## src/rtl/decode_pkg.sv

```systemverilog
// Shared decode definitions: opcodes, ALU operation codes, operand-type codes and the decoded field bundle.
// The ALU_MUL..ALU_REMU codes are only produced when RV32M_EN is defined.
package decode_pkg;

    localparam int unsigned XLEN  = 32;
    localparam int unsigned REG_W = 5;
    localparam int unsigned ALU_W = 6;
    localparam int unsigned OPT_W = 2;

    localparam logic [6:0] OPC_LUI    = 7'b0110111;
    localparam logic [6:0] OPC_AUIPC  = 7'b0010111;
    localparam logic [6:0] OPC_JAL    = 7'b1101111;
    localparam logic [6:0] OPC_JALR   = 7'b1100111;
    localparam logic [6:0] OPC_BRANCH = 7'b1100011;
    localparam logic [6:0] OPC_LOAD   = 7'b0000011;
    localparam logic [6:0] OPC_STORE  = 7'b0100011;
    localparam logic [6:0] OPC_OPIMM  = 7'b0010011;
    localparam logic [6:0] OPC_OP     = 7'b0110011;
    localparam logic [6:0] OPC_SYSTEM = 7'b1110011;

    localparam logic [6:0] F7_BASE   = 7'b0000000;
    localparam logic [6:0] F7_ALT    = 7'b0100000;
    localparam logic [6:0] F7_MULDIV = 7'b0000001;

    localparam logic [ALU_W-1:0] ALU_NOP    = 6'd0;
    localparam logic [ALU_W-1:0] ALU_ADD    = 6'd1;
    localparam logic [ALU_W-1:0] ALU_SUB    = 6'd2;
    localparam logic [ALU_W-1:0] ALU_SLT    = 6'd3;
    localparam logic [ALU_W-1:0] ALU_SLTU   = 6'd4;
    localparam logic [ALU_W-1:0] ALU_XOR    = 6'd5;
    localparam logic [ALU_W-1:0] ALU_OR     = 6'd6;
    localparam logic [ALU_W-1:0] ALU_AND    = 6'd7;
    localparam logic [ALU_W-1:0] ALU_SLL    = 6'd8;
    localparam logic [ALU_W-1:0] ALU_SRL    = 6'd9;
    localparam logic [ALU_W-1:0] ALU_SRA    = 6'd10;
    localparam logic [ALU_W-1:0] ALU_LUI    = 6'd11;
    localparam logic [ALU_W-1:0] ALU_JAL    = 6'd12;
    localparam logic [ALU_W-1:0] ALU_JALR   = 6'd13;
    localparam logic [ALU_W-1:0] ALU_BEQ    = 6'd14;
    localparam logic [ALU_W-1:0] ALU_BNE    = 6'd15;
    localparam logic [ALU_W-1:0] ALU_BLT    = 6'd16;
    localparam logic [ALU_W-1:0] ALU_BGE    = 6'd17;
    localparam logic [ALU_W-1:0] ALU_BLTU   = 6'd18;
    localparam logic [ALU_W-1:0] ALU_BGEU   = 6'd19;
    localparam logic [ALU_W-1:0] ALU_LB     = 6'd20;
    localparam logic [ALU_W-1:0] ALU_LH     = 6'd21;
    localparam logic [ALU_W-1:0] ALU_LW     = 6'd22;
    localparam logic [ALU_W-1:0] ALU_LBU    = 6'd23;
    localparam logic [ALU_W-1:0] ALU_LHU    = 6'd24;
    localparam logic [ALU_W-1:0] ALU_SB     = 6'd25;
    localparam logic [ALU_W-1:0] ALU_SH     = 6'd26;
    localparam logic [ALU_W-1:0] ALU_SW     = 6'd27;
    // M codes are contiguous in funct3 order so they can be formed as ALU_MUL + funct3
    localparam logic [ALU_W-1:0] ALU_MUL    = 6'd28;
    localparam logic [ALU_W-1:0] ALU_MULH   = 6'd29;
    localparam logic [ALU_W-1:0] ALU_MULHSU = 6'd30;
    localparam logic [ALU_W-1:0] ALU_MULHU  = 6'd31;
    localparam logic [ALU_W-1:0] ALU_DIV    = 6'd32;
    localparam logic [ALU_W-1:0] ALU_DIVU   = 6'd33;
    localparam logic [ALU_W-1:0] ALU_REM    = 6'd34;
    localparam logic [ALU_W-1:0] ALU_REMU   = 6'd35;

    localparam logic [OPT_W-1:0] OP_TYPE_NONE = 2'd0;
    localparam logic [OPT_W-1:0] OP_TYPE_REG  = 2'd1;
    localparam logic [OPT_W-1:0] OP_TYPE_IMM  = 2'd2;
    localparam logic [OPT_W-1:0] OP_TYPE_PC   = 2'd3;

    typedef struct packed {
        logic [REG_W-1:0] srcreg1_num;
        logic [REG_W-1:0] srcreg2_num;
        logic [REG_W-1:0] dstreg_num;
        logic [XLEN-1:0]  imm;
        logic [ALU_W-1:0] alucode;
        logic [OPT_W-1:0] aluop1_type;
        logic [OPT_W-1:0] aluop2_type;
        logic             reg_we;
        logic             is_load;
        logic             is_store;
        logic             is_halt;
        logic             is_illegal;
    } dec_fields_t;

    // ECALL/EBREAK family: SYSTEM opcode with funct3 = 000
    function automatic logic is_halt_word(input logic [6:0] opcode, input logic [2:0] funct3);
        return (opcode == OPC_SYSTEM) && (funct3 == 3'b000);
    endfunction

endpackage

```

## src/rtl/decode_core.sv

```systemverilog
// Combinational RV32I instruction decoder: instruction word in, decoded field bundle out.
// Define RV32M_EN to also decode the RV32M multiply/divide group.
module decode_core
    import decode_pkg::*;
(
    input  logic [XLEN-1:0] ir,
    output dec_fields_t     fields
);

    logic [6:0]       opcode;
    logic [2:0]       funct3;
    logic [6:0]       funct7;
    logic [REG_W-1:0] rs1;
    logic [REG_W-1:0] rs2;
    logic [REG_W-1:0] rd;
    logic [XLEN-1:0]  imm_i;
    logic [XLEN-1:0]  imm_s;
    logic [XLEN-1:0]  imm_b;
    logic [XLEN-1:0]  imm_u;
    logic [XLEN-1:0]  imm_j;
    logic [XLEN-1:0]  shamt;
    logic             we;
    logic             illegal;

    assign opcode = ir[6:0];
    assign funct3 = ir[14:12];
    assign funct7 = ir[31:25];
    assign rs1    = ir[19:15];
    assign rs2    = ir[24:20];
    assign rd     = ir[11:7];
    assign imm_i  = {{20{ir[31]}}, ir[31:20]};
    assign imm_s  = {{20{ir[31]}}, ir[31:25], ir[11:7]};
    assign imm_b  = {{19{ir[31]}}, ir[31], ir[7], ir[30:25], ir[11:8], 1'b0};
    assign imm_u  = {ir[31:12], 12'b0};
    assign imm_j  = {{11{ir[31]}}, ir[31], ir[19:12], ir[20], ir[30:21], 1'b0};
    assign shamt  = {27'b0, ir[24:20]};

    always_comb begin
        fields  = '0;
        we      = 1'b0;
        illegal = 1'b0;
        case (opcode)
            OPC_LUI: begin
                fields.dstreg_num  = rd;
                fields.imm         = imm_u;
                fields.alucode     = ALU_LUI;
                fields.aluop2_type = OP_TYPE_IMM;
                we                 = 1'b1;
            end
            OPC_AUIPC: begin
                fields.dstreg_num  = rd;
                fields.imm         = imm_u;
                fields.alucode     = ALU_ADD;
                fields.aluop1_type = OP_TYPE_PC;
                fields.aluop2_type = OP_TYPE_IMM;
                we                 = 1'b1;
            end
            OPC_JAL: begin
                fields.dstreg_num  = rd;
                fields.imm         = imm_j;
                fields.alucode     = ALU_JAL;
                fields.aluop1_type = OP_TYPE_PC;
                fields.aluop2_type = OP_TYPE_IMM;
                we                 = 1'b1;
            end
            OPC_JALR: begin
                fields.srcreg1_num = rs1;
                fields.dstreg_num  = rd;
                fields.imm         = imm_i;
                fields.alucode     = ALU_JALR;
                fields.aluop1_type = OP_TYPE_REG;
                fields.aluop2_type = OP_TYPE_IMM;
                we                 = 1'b1;
            end
            OPC_BRANCH: begin
                fields.srcreg1_num = rs1;
                fields.srcreg2_num = rs2;
                fields.imm         = imm_b;
                fields.aluop1_type = OP_TYPE_REG;
                fields.aluop2_type = OP_TYPE_REG;
                case (funct3)
                    3'b000:  fields.alucode = ALU_BEQ;
                    3'b001:  fields.alucode = ALU_BNE;
                    3'b100:  fields.alucode = ALU_BLT;
                    3'b101:  fields.alucode = ALU_BGE;
                    3'b110:  fields.alucode = ALU_BLTU;
                    3'b111:  fields.alucode = ALU_BGEU;
                    default: illegal = 1'b1;
                endcase
            end
            OPC_LOAD: begin
                fields.srcreg1_num = rs1;
                fields.dstreg_num  = rd;
                fields.imm         = imm_i;
                fields.aluop1_type = OP_TYPE_REG;
                fields.aluop2_type = OP_TYPE_IMM;
                fields.is_load     = 1'b1;
                we                 = 1'b1;
                case (funct3)
                    3'b000:  fields.alucode = ALU_LB;
                    3'b001:  fields.alucode = ALU_LH;
                    3'b010:  fields.alucode = ALU_LW;
                    3'b100:  fields.alucode = ALU_LBU;
                    3'b101:  fields.alucode = ALU_LHU;
                    default: illegal = 1'b1;
                endcase
            end
            OPC_STORE: begin
                fields.srcreg1_num = rs1;
                fields.srcreg2_num = rs2;
                fields.imm         = imm_s;
                fields.aluop1_type = OP_TYPE_REG;
                fields.aluop2_type = OP_TYPE_REG;
                fields.is_store    = 1'b1;
                case (funct3)
                    3'b000:  fields.alucode = ALU_SB;
                    3'b001:  fields.alucode = ALU_SH;
                    3'b010:  fields.alucode = ALU_SW;
                    default: illegal = 1'b1;
                endcase
            end
            OPC_OPIMM: begin
                fields.srcreg1_num = rs1;
                fields.dstreg_num  = rd;
                fields.imm         = imm_i;
                fields.aluop1_type = OP_TYPE_REG;
                fields.aluop2_type = OP_TYPE_IMM;
                we                 = 1'b1;
                case (funct3)
                    3'b000: fields.alucode = ALU_ADD;
                    3'b010: fields.alucode = ALU_SLT;
                    3'b011: fields.alucode = ALU_SLTU;
                    3'b100: fields.alucode = ALU_XOR;
                    3'b110: fields.alucode = ALU_OR;
                    3'b111: fields.alucode = ALU_AND;
                    3'b001: begin
                        fields.imm = shamt;
                        if (funct7 == F7_BASE) fields.alucode = ALU_SLL;
                        else                   illegal = 1'b1;
                    end
                    default: begin
                        fields.imm = shamt;
                        if (funct7 == F7_BASE)     fields.alucode = ALU_SRL;
                        else if (funct7 == F7_ALT) fields.alucode = ALU_SRA;
                        else                       illegal = 1'b1;
                    end
                endcase
            end
            OPC_OP: begin
                fields.srcreg1_num = rs1;
                fields.srcreg2_num = rs2;
                fields.dstreg_num  = rd;
                fields.aluop1_type = OP_TYPE_REG;
                fields.aluop2_type = OP_TYPE_REG;
                we                 = 1'b1;
                if (funct7 == F7_BASE) begin
                    case (funct3)
                        3'b000:  fields.alucode = ALU_ADD;
                        3'b001:  fields.alucode = ALU_SLL;
                        3'b010:  fields.alucode = ALU_SLT;
                        3'b011:  fields.alucode = ALU_SLTU;
                        3'b100:  fields.alucode = ALU_XOR;
                        3'b101:  fields.alucode = ALU_SRL;
                        3'b110:  fields.alucode = ALU_OR;
                        default: fields.alucode = ALU_AND;
                    endcase
                end else if (funct7 == F7_ALT && funct3 == 3'b000) begin
                    fields.alucode = ALU_SUB;
                end else if (funct7 == F7_ALT && funct3 == 3'b101) begin
                    fields.alucode = ALU_SRA;
`ifdef RV32M_EN
                end else if (funct7 == F7_MULDIV) begin
                    fields.alucode = ALU_MUL + ALU_W'(funct3);
`endif
                end else begin
                    illegal = 1'b1;
                end
            end
            OPC_SYSTEM: begin
                if (funct3 == 3'b000) fields.is_halt = 1'b1;
                else                  illegal = 1'b1;
            end
            default: illegal = 1'b1;
        endcase

        // Illegal words collapse to an all-quiet bundle; x0 is never written
        if (illegal) begin
            fields            = '0;
            fields.is_illegal = 1'b1;
        end else begin
            fields.reg_we = we && (fields.dstreg_num != '0);
        end
    end

endmodule

```

## src/rtl/decode_stage.sv

```systemverilog
// Decode stage: circular instruction queue feeding a registered decoded output stage, with flush and halt.
// RV32M_EN (passed through to decode_core) enables the RV32M decode group.
module decode_stage
    import decode_pkg::*;
#(
    parameter int unsigned DEPTH = 4,
    parameter int unsigned PC_W  = 32
) (
    input  logic                       clk,
    input  logic                       rst_n,
    input  logic                       in_valid,
    output logic                       in_ready,
    input  logic [XLEN-1:0]            in_ir,
    input  logic [PC_W-1:0]            in_pc,
    input  logic                       flush,
    output logic                       out_valid,
    input  logic                       out_ready,
    output logic [PC_W-1:0]            out_pc,
    output logic [REG_W-1:0]           srcreg1_num,
    output logic [REG_W-1:0]           srcreg2_num,
    output logic [REG_W-1:0]           dstreg_num,
    output logic [XLEN-1:0]            imm,
    output logic [ALU_W-1:0]           alucode,
    output logic [OPT_W-1:0]           aluop1_type,
    output logic [OPT_W-1:0]           aluop2_type,
    output logic                       reg_we,
    output logic                       is_load,
    output logic                       is_store,
    output logic                       is_halt,
    output logic                       is_illegal,
    output logic [$clog2(DEPTH):0]     count
);

    localparam int unsigned PTR_W = $clog2(DEPTH);
    localparam int unsigned CNT_W = PTR_W + 1;

    logic [XLEN-1:0]  ir_mem [DEPTH];
    logic [PC_W-1:0]  pc_mem [DEPTH];
    logic [PTR_W-1:0] wr_ptr;
    logic [PTR_W-1:0] rd_ptr;
    logic             halted;
    logic             push;
    logic             load;
    dec_fields_t      head_fields;
    dec_fields_t      stage_fields;

    assign in_ready = rst_n && (count < CNT_W'(DEPTH)) && !halted && !flush;
    assign push     = in_valid && in_ready;
    // The stage refills from the head whenever it is empty or its word is being taken
    assign load     = (!out_valid || out_ready) && (count != '0) && !flush;

    decode_core u_core (
        .ir     (ir_mem[rd_ptr]),
        .fields (head_fields)
    );

    always_ff @(posedge clk) begin
        if (push) begin
            ir_mem[wr_ptr] <= in_ir;
            pc_mem[wr_ptr] <= in_pc;
        end
    end

    // Queue pointers, occupancy and the sticky halt flag
    always_ff @(posedge clk or negedge rst_n) begin
        if (!rst_n) begin
            wr_ptr <= '0;
            rd_ptr <= '0;
            count  <= '0;
            halted <= 1'b0;
        end else if (flush) begin
            wr_ptr <= '0;
            rd_ptr <= '0;
            count  <= '0;
            halted <= 1'b0;
        end else begin
            if (push) wr_ptr <= wr_ptr + 1'b1;
            if (load) rd_ptr <= rd_ptr + 1'b1;
            count <= count + CNT_W'(push) - CNT_W'(load);
            if (push && is_halt_word(in_ir[6:0], in_ir[14:12])) halted <= 1'b1;
        end
    end

    // Output stage register
    always_ff @(posedge clk or negedge rst_n) begin
        if (!rst_n) begin
            out_valid    <= 1'b0;
            out_pc       <= '0;
            stage_fields <= '0;
        end else if (flush) begin
            out_valid <= 1'b0;
        end else if (load) begin
            out_valid    <= 1'b1;
            out_pc       <= pc_mem[rd_ptr];
            stage_fields <= head_fields;
        end else if (out_ready) begin
            out_valid <= 1'b0;
        end
    end

    assign srcreg1_num = stage_fields.srcreg1_num;
    assign srcreg2_num = stage_fields.srcreg2_num;
    assign dstreg_num  = stage_fields.dstreg_num;
    assign imm         = stage_fields.imm;
    assign alucode     = stage_fields.alucode;
    assign aluop1_type = stage_fields.aluop1_type;
    assign aluop2_type = stage_fields.aluop2_type;
    assign reg_we      = stage_fields.reg_we;
    assign is_load     = stage_fields.is_load;
    assign is_store    = stage_fields.is_store;
    assign is_halt     = stage_fields.is_halt;
    assign is_illegal  = stage_fields.is_illegal;

endmodule
```

## config.mk

```make
export PLATFORM = sky130hd
export DESIGN_NAME = decode_stage
export DESIGN_NICKNAME = d
export VERILOG_FILES = /design/src/rtl/decode_pkg.sv /design/src/rtl/decode_core.sv /design/src/rtl/decode_stage.sv
export SDC_FILE = /design/constraint.sdc
export NUM_CORES = 1
export LEC_CHECK = 0
export BUFFER_PORTS_ARGS = -buffer_cell sky130_fd_sc_hd__buf_2
export CORE_MARGIN = 3
export CORE_UTILIZATION = 50
export CTS_CLUSTER_DIAMETER = 150
export DETAILED_ROUTE_END_ITERATION = 10
export GPL_TIMING_DRIVEN = 0
export PLACE_DENSITY = 0.76
export SLEW_MARGIN = 20
export SYNTH_ARGS = -nofsm -noshare
export SYNTH_HDL_FRONTEND = slang
export SYNTH_HIERARCHICAL = 1
export SYNTH_SLANG_ARGS = --single-unit
```

## constraint.sdc

```tcl
create_clock -name clk -period 5.1 [get_ports clk]
set_input_delay 0.51 -clock clk [delete_from_list [all_inputs] [get_ports clk]]
set_output_delay 0.51 -clock clk [all_outputs]
set_load 0.01 [all_outputs]
```

==> impl_results.md <==
* Status: finished, final reports clean
* Chip height at 177 µm
* Wire length per cell at ~22 µm
* Row count at between 60 and 70
* Met1 Usage GRT at roughly 28%
* Hold Fails Final Rpt at 0
* Pwr Total at between 8 and 9 mW
* Core footprint at roughly 0.028 mm²
* Initial antenna violation count at 9
* Top_reg_cell synth: edfxtp_1
* Final nets at around 1100
* Post-Syn Area per Cell at 18.0 µm²
* Post-CTS sizing at 0
* Post-synth top area cell: edfxtp_1
* Met2 Usage GRT at 32.8%
* Share of the synthesized area in the top cell type at between 50% and 60%
* Count of final setup violators at 0
* Post-Syn Nets at roughly 900
* Required time of the critical path at ~5600 ps
* Vias in the first global route at between 8000 and 9000
* Via density at 5.69
* WS Path Type: reg2reg
* Top post-synthesis cells by area: edfxtp_1 (53%), dfrtp_1 (18%), mux4_2 (9.9%)
* Die Wd at around 180 µm
* DRT Pass-1 Iters at 6
* Netlist cell types at 69
* Startpoint types: flop
* Sequential area share after synthesis at roughly 70%
* Pin count of the biggest net entering global routing at 73
* Top Usage Layer GRT: met2
* Synth warn at 6
* Max VDD drop at about 0.33 mV
* I/O Buffers at between 150 and 200
* Slew margin rel. at 40.1%
* Most frequent cells in the layout: edfxtp_1 (256), buf_2 (177), dfrtp_1 (103), mux4_2 (64), mux2_2 (63)
* Max Fclk at around 0.24 GHz
* Leak Pwr at between 6 and 7 nW
* DR vias at between 8000 and 9000
* RSZ-0062 raised after global routing: false
* Synth Register Bits at approximately 360
* Max-cap violations at 0
* Antenna cells at 0
* Clk root buf: clkbuf_16
* Cell Pwr Density at about 470 mW/mm²
* Clk Latency, worst-skew pair at roughly 530 ps
* Clock sink count at 359
* R2r setup slk at around 840 ps
* Worst-path clk slew at approximately 60 ps
* Post-route cell area at 0.0173 mm²
* DRC at 0
* Max-slew violations at 0
* Commonest non-fill, non-tap cell in the layout: edfxtp_1
* Post-CTS Setup Inserts at 0
* Tcrit/Tclk final at 83.4%
* Placed cell area at 0.0161 mm²
* DPL Wire Length at between 20 and 25 mm
* GPL Wtd Cong at 0.898
* First-pass GRT wire length at between 40 and 50 mm
* Worst Setup End Kind: flop
* Starting Density at roughly half
* Synthesized cell area at between 0.01 and 0.015 mm²
* H-tree depth at 2
* Worst-margin pin slew at slightly below 900 ps
* Ports at between 150 and 200
* Period minus WS final at 4260 ps
* Hold buffers post-CTS at 1
* Crit-path max FO at 10
* FFs w/ async S/R, synth at 28.7%
* EDFF count, synth at ~260
* M3 GR Usage at under 10%
* CTS Buffer Depth at 3
* Routed Antenna Nets at 0
* Share of layout cells above drive strength 1 at between 30 and 40%
* DR iter-0 viols at slightly below 600
* CTS tree: yes
* Total grt overflow at 0
* CP arrival at 4710 ps
* TritonCTS buffer count at 37
* Gr usage total at about a fifth
* Synth Instances at roughly 800
* Post-Route WL at approximately 31 mm
* Total die area at approximately 0.031 mm²
* Setup Skew at about 16 ps
* Area Growth Syn to Fin at 18.4%
* HP Class: in2reg
[registers in the layout, indices dropped and copies added, names as in the netlist]
| register | count |
|---|---|
| aluop1_type | 2 |
| pc_mem | 128 |
| out_valid | 1 |
| halted | 1 |
| imm | 32 |
| alucode | 6 |
| ir_mem | 128 |
| is_halt | 1 |
| dstreg_num | 5 |
| is_load | 1 |
| count | 3 |
| srcreg2_num | 5 |
| aluop2_type | 2 |
| is_illegal | 1 |
| srcreg1_num | 5 |
| reg_we | 1 |
| out_pc | 32 |
| wr_ptr | 2 |
| rd_ptr | 2 |
| is_store | 1 |
[per-stage QoR]
step	cells	worst slack (ps)	hold slack [ps]	TNS (ps)	utilization (%)
global route	1431	436	176	0	61.1
floorplan	813	1630	214	0	-
CTS	1431	854	163	0	61.1
finish	1431	845	192	0	61.1
detailed placement	1363	888	441	0	56.7
global placement	1358	-1310	462	-325320	56.3
[synth_stat cells, types with 8 or more instances]
cell / number
nor3_1: 11
mux2_2: 63
o21ai_0: 12
nor2_1: 21
clkbuf_1: 20
mux4_2: 64
edfxtp_1: 256
and2_1: 21
nand2_1: 32
buf_4: 8
mux2_4: 10
a21oi_1: 31
buf_2: 11
inv_1: 9
mux2_1: 21
dfrtp_1: 103
nand3_1: 10
[metal layers]
layer	up-vias	share of wire (%)	routed length (µm)
met1	4157	41	12900
met2	267	48	15100
met4	18	3.0	947
met5	-	0.30	94
met3	74	7.0	2210
li1	3625	-	-
[power by group]
group | switching [mW] | internal, mW
Combinational | 1.07 | 0.906
Sequential | 0.141 | 3.38
Clock | 1.07 | 1.63
[worst paths after layout]
| kind | end | from | cells after the start |
|---|---|---|---|
| max reg2reg | dstreg_num[2] | rd_ptr[1] | 11 |
| min in group asynchronous | dstreg_num[3] | rst_n | 2 |
| max in group asynchronous | wr_ptr[1] | rst_n | 3 |
| min | pc_mem[3][18] | in_pc[18] | 1 |
| min reg2reg | aluop2_type[0] | aluop2_type[0] | 1 |
| max | dstreg_num[2] | rd_ptr[1] | 11 |
[cell families (layout without fill, tap and decap cells)]
kind of cell,after synthesis,after routing,synth area share (%)
multiplexers,160,160,17.5
other,1,1,0.0256
adder cells (fa/ha/maj),7,7,0.650
flip-flops,359,359,70.2
AND/OR/NAND/NOR,146,146,5.76
buffers and inverters,59,299,2.17
AO/OA/AOI/OAI,78,78,3.54
XOR/XNOR,3,3,0.180
[layout make-up]
cell class / count / area [µm²]
inverter: 10 / 37.5
buffer: 49 / 280
clock inverter: 15 / 199
sequential: 359 / 10300
clock buffer: 52 / 1030
timing repair buffer: 173 / 960
multi-input combinational: 395 / 4060
fill: 2100 / 11000
tap: 378 / 473
[worst max-delay path, stage by stage, from the launching register on]
cell and delay [ps]:
dfrtp_1 400, buf_2 310, clkbuf_1 560, mux4_2 340
clkbuf_1 310, buf_1 410, nand4b_1 300, o221ai_1 170
o211ai_1 200, nor4_1 780, and2_1 240, mux2_2 140
Note: power is estimated with default switching activity, not from simulation.
